$ cat src/rtl/fetch_pkg.sv
// Shared types for the instruction prefetcher: buffer entry layout and fetch FSM states.
package fetch_pkg;

    typedef struct packed {
        logic        fault;
        logic [31:0] instr;
    } fetch_entry_t;

    typedef enum logic [1:0] {
        S_IDLE  = 2'd0,
        S_FETCH = 2'd1,
        S_HALT  = 2'd2
    } fetch_state_t;

endpackage

$ cat src/rtl/sync_fifo.sv
// Single-clock FIFO with a synchronous clear; the head word is presented combinationally.
module sync_fifo #(
    parameter int BW          = 33,
    parameter int FF_SIZE_POT = 3
) (
    input  logic                 i_clk,
    input  logic                 i_rst,
    input  logic                 i_clr,
    input  logic                 i_wrEn,
    input  logic [BW-1:0]        i_wrData,
    input  logic                 i_rdEn,
    output logic [BW-1:0]        o_rdData,
    output logic                 o_empty,
    output logic [FF_SIZE_POT:0] o_count
);
    localparam int CW = FF_SIZE_POT + 1;
    localparam logic [CW-1:0] DEPTH_L = CW'(2 ** FF_SIZE_POT);

    logic [BW-1:0]          r_mem [2 ** FF_SIZE_POT];
    logic [FF_SIZE_POT-1:0] r_wrPtr;
    logic [FF_SIZE_POT-1:0] r_rdPtr;
    logic [CW-1:0]          r_count;

    logic w_full;
    logic w_doRd;
    logic w_doWr;

    assign w_full   = (r_count == DEPTH_L);
    assign o_empty  = (r_count == '0);
    assign o_count  = r_count;
    assign o_rdData = r_mem[r_rdPtr];
    assign w_doRd   = i_rdEn & ~o_empty;
    // A full buffer still accepts a write when the head leaves in the same cycle.
    assign w_doWr   = i_wrEn & (~w_full | w_doRd);

    always_ff @(posedge i_clk) begin
        if (w_doWr && !i_clr) begin
            r_mem[r_wrPtr] <= i_wrData;
        end
    end

    always_ff @(posedge i_clk) begin
        if (i_rst || i_clr) begin
            r_wrPtr <= '0;
            r_rdPtr <= '0;
            r_count <= '0;
        end else begin
            if (w_doWr) begin
                r_wrPtr <= r_wrPtr + 1'b1;
            end
            if (w_doRd) begin
                r_rdPtr <= r_rdPtr + 1'b1;
            end
            case ({w_doWr, w_doRd})
                2'b10:   r_count <= r_count + 1'b1;
                2'b01:   r_count <= r_count - 1'b1;
                default: r_count <= r_count;
            endcase
        end
    end

endmodule

$ cat src/rtl/wb_prefetch_ctl.sv
// Pipelined Wishbone instruction prefetcher feeding the core front-end through a small buffer.
// Useful and ignored in-flight requests are counted separately so a redirect never waits for the bus to drain.
module wb_prefetch_ctl
    import fetch_pkg::*;
#(
    parameter logic [31:0] BOOT_PC         = 32'h8000_0000,
    parameter int          BUF_DEPTH_POT   = 3,
    parameter int          MAX_OUTSTANDING = 4
) (
    input  logic        clk_i,
    input  logic        rst_i,
    output logic        wb_cyc_o,
    output logic        wb_stb_o,
    output logic [29:0] wb_addr_o,
    output logic        wb_we_o,
    output logic [3:0]  wb_sel_o,
    input  logic        wb_stall_i,
    input  logic        wb_ack_i,
    input  logic        wb_err_i,
    input  logic [31:0] wb_rdata_i,
    output logic        valid_o,
    output logic [31:0] instr_o,
    output logic [31:0] pc_o,
    output logic        fault_o,
    input  logic        stall_i,
    input  logic        redirect_i,
    input  logic [31:0] redirect_pc_i,
    input  logic        flush_i
);
    localparam int CW  = BUF_DEPTH_POT + 1;
    localparam int CWP = CW + 1;
    localparam logic [CW:0] DEPTH_L = CWP'(2 ** BUF_DEPTH_POT);
    localparam logic [CW:0] MAX_L   = CWP'(MAX_OUTSTANDING);

    fetch_state_t  r_state;
    logic [CW-1:0] r_pending;
    logic [CW-1:0] r_ignore;
    logic [29:0]   r_fetchWord;
    logic [31:0]   r_pc;

    fetch_entry_t  w_head;
    fetch_entry_t  w_wrEntry;
    logic [CW-1:0] w_fill;
    logic          w_empty;
    logic          w_creditOk;
    logic          w_stb;
    logic          w_accept;
    logic          w_resp;
    logic          w_respIgnored;
    logic          w_respUseful;
    logic          w_restart;
    logic          w_consume;
    logic          w_fifoWr;
    logic          w_usefulErr;
    logic [31:0]   w_targetPc;
    logic [CW-1:0] w_outstandingNext;

    // Buffer space is reserved for every useful request in flight, so an ack can never overflow it.
    assign w_creditOk = ((CWP'(r_pending) + CWP'(w_fill)) < DEPTH_L) &&
                        ((CWP'(r_pending) + CWP'(r_ignore)) < MAX_L);
    assign w_stb      = (r_state == S_FETCH) && w_creditOk;
    assign w_accept   = w_stb & ~wb_stall_i;

    assign w_resp        = wb_ack_i | wb_err_i;
    assign w_respIgnored = w_resp && (r_ignore != '0);
    assign w_respUseful  = w_resp && (r_ignore == '0) && (r_pending != '0);
    assign w_restart     = redirect_i | flush_i;
    assign w_targetPc    = redirect_i ? redirect_pc_i : r_pc;
    assign w_consume     = ~w_empty & ~stall_i;
    assign w_fifoWr      = w_respUseful & ~w_restart;
    assign w_usefulErr   = w_fifoWr & wb_err_i;

    assign w_outstandingNext = r_ignore + r_pending + CW'(w_accept)
                               - CW'(w_respIgnored | w_respUseful);

    assign w_wrEntry.fault = wb_err_i;
    assign w_wrEntry.instr = wb_err_i ? 32'h0 : wb_rdata_i;

    sync_fifo #(
        .BW          ($bits(fetch_entry_t)),
        .FF_SIZE_POT (BUF_DEPTH_POT)
    ) u_buf (
        .i_clk    (clk_i),
        .i_rst    (rst_i),
        .i_clr    (w_restart),
        .i_wrEn   (w_fifoWr),
        .i_wrData (w_wrEntry),
        .i_rdEn   (w_consume),
        .o_rdData (w_head),
        .o_empty  (w_empty),
        .o_count  (w_fill)
    );

    // On restart or a useful error every in-flight request becomes one whose response is dropped.
    always_ff @(posedge clk_i) begin
        if (rst_i) begin
            r_state     <= S_IDLE;
            r_pending   <= '0;
            r_ignore    <= '0;
            r_fetchWord <= BOOT_PC[31:2];
            r_pc        <= BOOT_PC;
        end else begin
            case (r_state)
                S_IDLE:  r_state <= S_FETCH;
                S_FETCH: if (w_usefulErr) r_state <= S_HALT;
                S_HALT:  if (w_restart) r_state <= S_FETCH;
                default: r_state <= S_IDLE;
            endcase

            if (w_restart || w_usefulErr) begin
                r_pending <= '0;
                r_ignore  <= w_outstandingNext;
            end else begin
                r_pending <= r_pending + CW'(w_accept) - CW'(w_respUseful);
                r_ignore  <= r_ignore - CW'(w_respIgnored);
            end

            if (w_restart) begin
                r_fetchWord <= w_targetPc[31:2];
            end else if (w_accept) begin
                r_fetchWord <= r_fetchWord + 30'd1;
            end

            if (w_restart) begin
                r_pc <= w_targetPc;
            end else if (w_consume) begin
                r_pc <= r_pc + 32'd4;
            end
        end
    end

    always_ff @(posedge clk_i) begin
        if (!rst_i) begin
            assert ((CWP'(r_pending) + CWP'(r_ignore)) <= MAX_L);
        end
    end

    assign wb_cyc_o  = (r_state == S_FETCH) || (r_pending != '0) || (r_ignore != '0);
    assign wb_stb_o  = w_stb;
    assign wb_addr_o = r_fetchWord;
    assign wb_we_o   = 1'b0;
    assign wb_sel_o  = 4'hf;

    assign valid_o = ~w_empty;
    assign fault_o = ~w_empty & w_head.fault;
    assign instr_o = (~w_empty & ~w_head.fault) ? w_head.instr : 32'h0;
    assign pc_o    = r_pc;

endmodule
$ cat config.mk
export PLATFORM = sky130hd
export DESIGN_NAME = wb_prefetch_ctl
export DESIGN_NICKNAME = d
export VERILOG_FILES = /design/src/rtl/fetch_pkg.sv /design/src/rtl/sync_fifo.sv /design/src/rtl/wb_prefetch_ctl.sv
export SDC_FILE = /design/constraint.sdc
export NUM_CORES = 1
export LEC_CHECK = 0
export BUFFER_PORTS_ARGS = -buffer_cell sky130_fd_sc_hd__buf_2
export CORE_UTILIZATION = 55
export CTS_CLUSTER_SIZE = 24
export DETAILED_ROUTE_END_ITERATION = 10
export GPL_TIMING_DRIVEN = 0
export PLACE_DENSITY = 0.86
export SLEW_MARGIN = 25
export SYNTH_ARGS = -nofsm -noshare
export SYNTH_HDL_FRONTEND = slang
export SYNTH_SLANG_ARGS = --single-unit
$ cat constraint.sdc
create_clock -name clk_i -period 7.95 [get_ports clk_i]
set_input_delay 1.59 -clock clk_i [delete_from_list [all_inputs] [get_ports clk_i]]
set_output_delay 1.59 -clock clk_i [all_outputs]
set_load 0.02 [all_outputs]
==> flow_metrics.env <==
export IMPL_power_per_cell_area_nw_per_um2=218
export IMPL_viasPerCell=6.56
export IMPL_r2r_setup_slack_ps=4330
export IMPL_switching_share_pct=24.6
export IMPL_cts_sinks=349
export IMPL_yosysWarningCount=0
export IMPL_yosysTopAreaCellShare_pct=49.8
export IMPL_synth_edf_count=264
export IMPL_syn_area_um2=15900
export IMPL_synth_cells=1183
export IMPL_synth_top_cell_by_area="edfxtp_1"
export IMPL_relSlewSlack_pct=34.0
export IMPL_ys_ff_latch=349
export IMPL_core_area_um2=28100
export IMPL_postPlaceCellArea_um2=17600
export IMPL_critPathLaunchType="flip-flop"
export IMPL_die_h_um=172
export IMPL_fillerInstances=1945
export IMPL_instances_no_fill=1833
export IMPL_hp_class="reg2reg"
export IMPL_ctsResizeCount=0
export IMPL_synth_top_flop_cell="edfxtp_1"
export IMPL_io_buffers=168
export IMPL_p_int_uw=3080
export IMPL_dr_first_iter_drc_count=1497
export IMPL_cts_tree="built"
export IMPL_rows=61
export IMPL_drive_above_1_share_pct=25.7
export IMPL_fin_crit_sh_pct=59.4
export IMPL_fmax_mhz=212
export IMPL_layout_common_cells="edfxtp_1, buf_2, nor2_1, dfxtp_1, nand2_1"
export IMPL_worstMarginPinSlew_ps=987
export IMPL_postCtsSetupBuffers=0
export IMPL_seq_power_share_pct=49.4
export IMPL_num_vias=12027
export IMPL_criticalPathCategory="reg2out"
export IMPL_numCtsBuffers=36
export IMPL_finalMaxSlewViolations=0
export IMPL_crit_path_end_kind="output port"
export IMPL_p_leak_uw=0.00661
export IMPL_synth_distinct_cells=75
export IMPL_ir_worst_vdd_mv=0.121
export IMPL_crit_arrival_ps=3140
export IMPL_grt_pass1_vias=11818
export IMPL_syn2layout_area_growth_pct=17.9
export IMPL_grt_util_all_layers_pct=32.2
export IMPL_finalSetupViolations=0
export IMPL_drt_wl_total_um=47500
export IMPL_dp_hpwl_um=31500
export IMPL_crit_path_max_fanout=10
export IMPL_pwr_share_clk_pct=40.8
export IMPL_drv_cap=0
export IMPL_clockBufferDepth=3
export IMPL_power_frac_comb_pct=9.8
export IMPL_die_area_um2=29600
export IMPL_post_place_ws_ps=3060
export IMPL_hold_viol=0
export IMPL_fin_ws_ps=3220
export IMPL_drc=0
export IMPL_io_pins=175
export IMPL_grt_max_degree=18
export IMPL_p_switching_uw=1000
export IMPL_grt_pass1_wl_um=69600
export IMPL_skew_ps=15.0
export IMPL_final_common_cell="edfxtp_1"
export IMPL_gp_congestion=0.970
export IMPL_final_antenna_net_count=0
export IMPL_synth_async_reset_ratio_pct=0
export IMPL_start_util_pct=56.6
export IMPL_clk_pin_slew_ps=60
export IMPL_synth_area_top_cells="edfxtp_1, dfxtp_1, mux4_2"
export IMPL_required_ps=6360
export IMPL_status="finished clean"
export IMPL_avgSynthCellArea_um2=13.4
export IMPL_final_nets=1525
export IMPL_die_x_um=172
export IMPL_dp_cells=1765
export IMPL_period_minus_slack_ps=4730
export IMPL_root_buffer="clkbuf_16"
export IMPL_final_util_pct=66.8
export IMPL_rsz0062_at_grt="no"
export IMPL_hold_ws_ps=487
export IMPL_ctsHoldBuffers=0
export IMPL_clk_latency_ps=540
export IMPL_post_drt_wl_per_cell_um=25.9
export IMPL_first_pass_iters=8
export IMPL_h_tree_depth=2
export IMPL_antenna_found_initial=4
export IMPL_stdcell_area_um2=18800
export IMPL_yosysSeqAreaShare_pct=60.5
export IMPL_overflow=0
[state kept, by name (all words and copies together), names as in the netlist, named ones only]
signal         cells
pc_o              32
r_ignore           4
r_pending          4
r_state            2
u_buf.o_count      4
u_buf.r_mem      264
u_buf.r_rdPtr      3
u_buf.r_wrPtr      3
wb_addr_o         30
[worst max-delay path, cell delays in order, from the launching register on]
cell     delay (ps)
dfxtp_1         390
buf_1           470
buf_1           760
mux4_2          430
mux2i_1         290
nor2_1           80
buf_2           180
[metrics by stage]
stage                     setup TNS, ps  power, uW
after detailed placement              0       2440
after CTS                             0       4080
final                                 0       4080
after global routing                  0       4190
after global placement           -72860       2430
after floorplan                       0       2310
[power by group through the flow]
| stage | Sequential, uW | Clock, uW | Combinational, uW |
|---|---|---|---|
| 2_1_floorplan | 2070 | 0 | 249 |
| 3_3_place_gp | 2060 | 0 | 374 |
| 3_5_place_dp | 2060 | 0 | 388 |
| 4_1_cts | 2020 | 1670 | 391 |
| 5_1_grt | 2020 | 1730 | 434 |
| 6_report | 2020 | 1670 | 398 |
[routing by layer]
| layer | vias to the layer above | GRT usage [%] | share of wire (%) |
|---|---|---|---|
| met5 | - | 0 | 0.027 |
| met4 | 2 | 16.2 | 5.0 |
| met3 | 185 | 6.43 | 10 |
| met2 | 885 | 53.7 | 49 |
| met1 | 5875 | 40.2 | 36 |
| li1 | 5080 | - | - |
[Yosys cell counts, types with 9 or more instances]
cell,count
dfxtp_1,85
mux4_2,66
a21o_1,10
nor2b_1,36
a31oi_1,10
xor2_1,13
o21ai_0,44
edfxtp_1,264
clkbuf_1,34
a211oi_1,26
inv_1,37
nor3_1,23
and4_1,14
buf_2,20
nor2_1,87
mux2i_1,40
nor4_1,15
ha_1,24
nand3_1,27
xnor2_1,11
nand2_1,71
and3_1,9
a21oi_1,58
nand4_1,20
[cells by family (layout without fill, tap and decap cells)]
family | Yosys count | in the layout | share of synthesized area, %
flip-flops | 349 | 349 | 60.5
XOR/XNOR | 24 | 24 | 1.32
buffers and inverters | 106 | 373 | 2.79
other | 2 | 7 | 0.0472
AO/OA/AOI/OAI | 217 | 217 | 9.15
AND/OR/NAND/NOR | 351 | 351 | 11.9
adder cells (fa/ha/maj) | 28 | 28 | 2.39
multiplexers | 106 | 106 | 11.9
[worst paths after layout]
| path | depth (start not counted) | startpoint | endpoint |
|---|---|---|---|
| setup / recovery | 6 | flip-flop | instr_o[14] |
| hold / removal | 2 | pc_o[1] | pc_o[1] |
| setup reg to reg | 12 | r_pending[2] | r_pending[2] |
| hold reg to reg | 2 | pc_o[1] | pc_o[1] |
[area by class of cell]
| type | count | area [um2] | area share (%) |
|---|---|---|---|
| multi-input cells | 731 | 5900 | 31.5 |
| well taps | 378 | 473 | 2.52 |
| flip-flops and latches | 349 | 9630 | 51.3 |
| inverters | 37 | 139 | 0.740 |
| repair buffers | 201 | 1150 | 6.15 |
| clock inverters | 21 | 216 | 1.15 |
| plain buffers | 69 | 305 | 1.63 |
| diodes | 2 | 5.00 | 0.0267 |
| clock buffers | 45 | 935 | 4.98 |
Note: power is estimated with default switching activity, not from simulation.
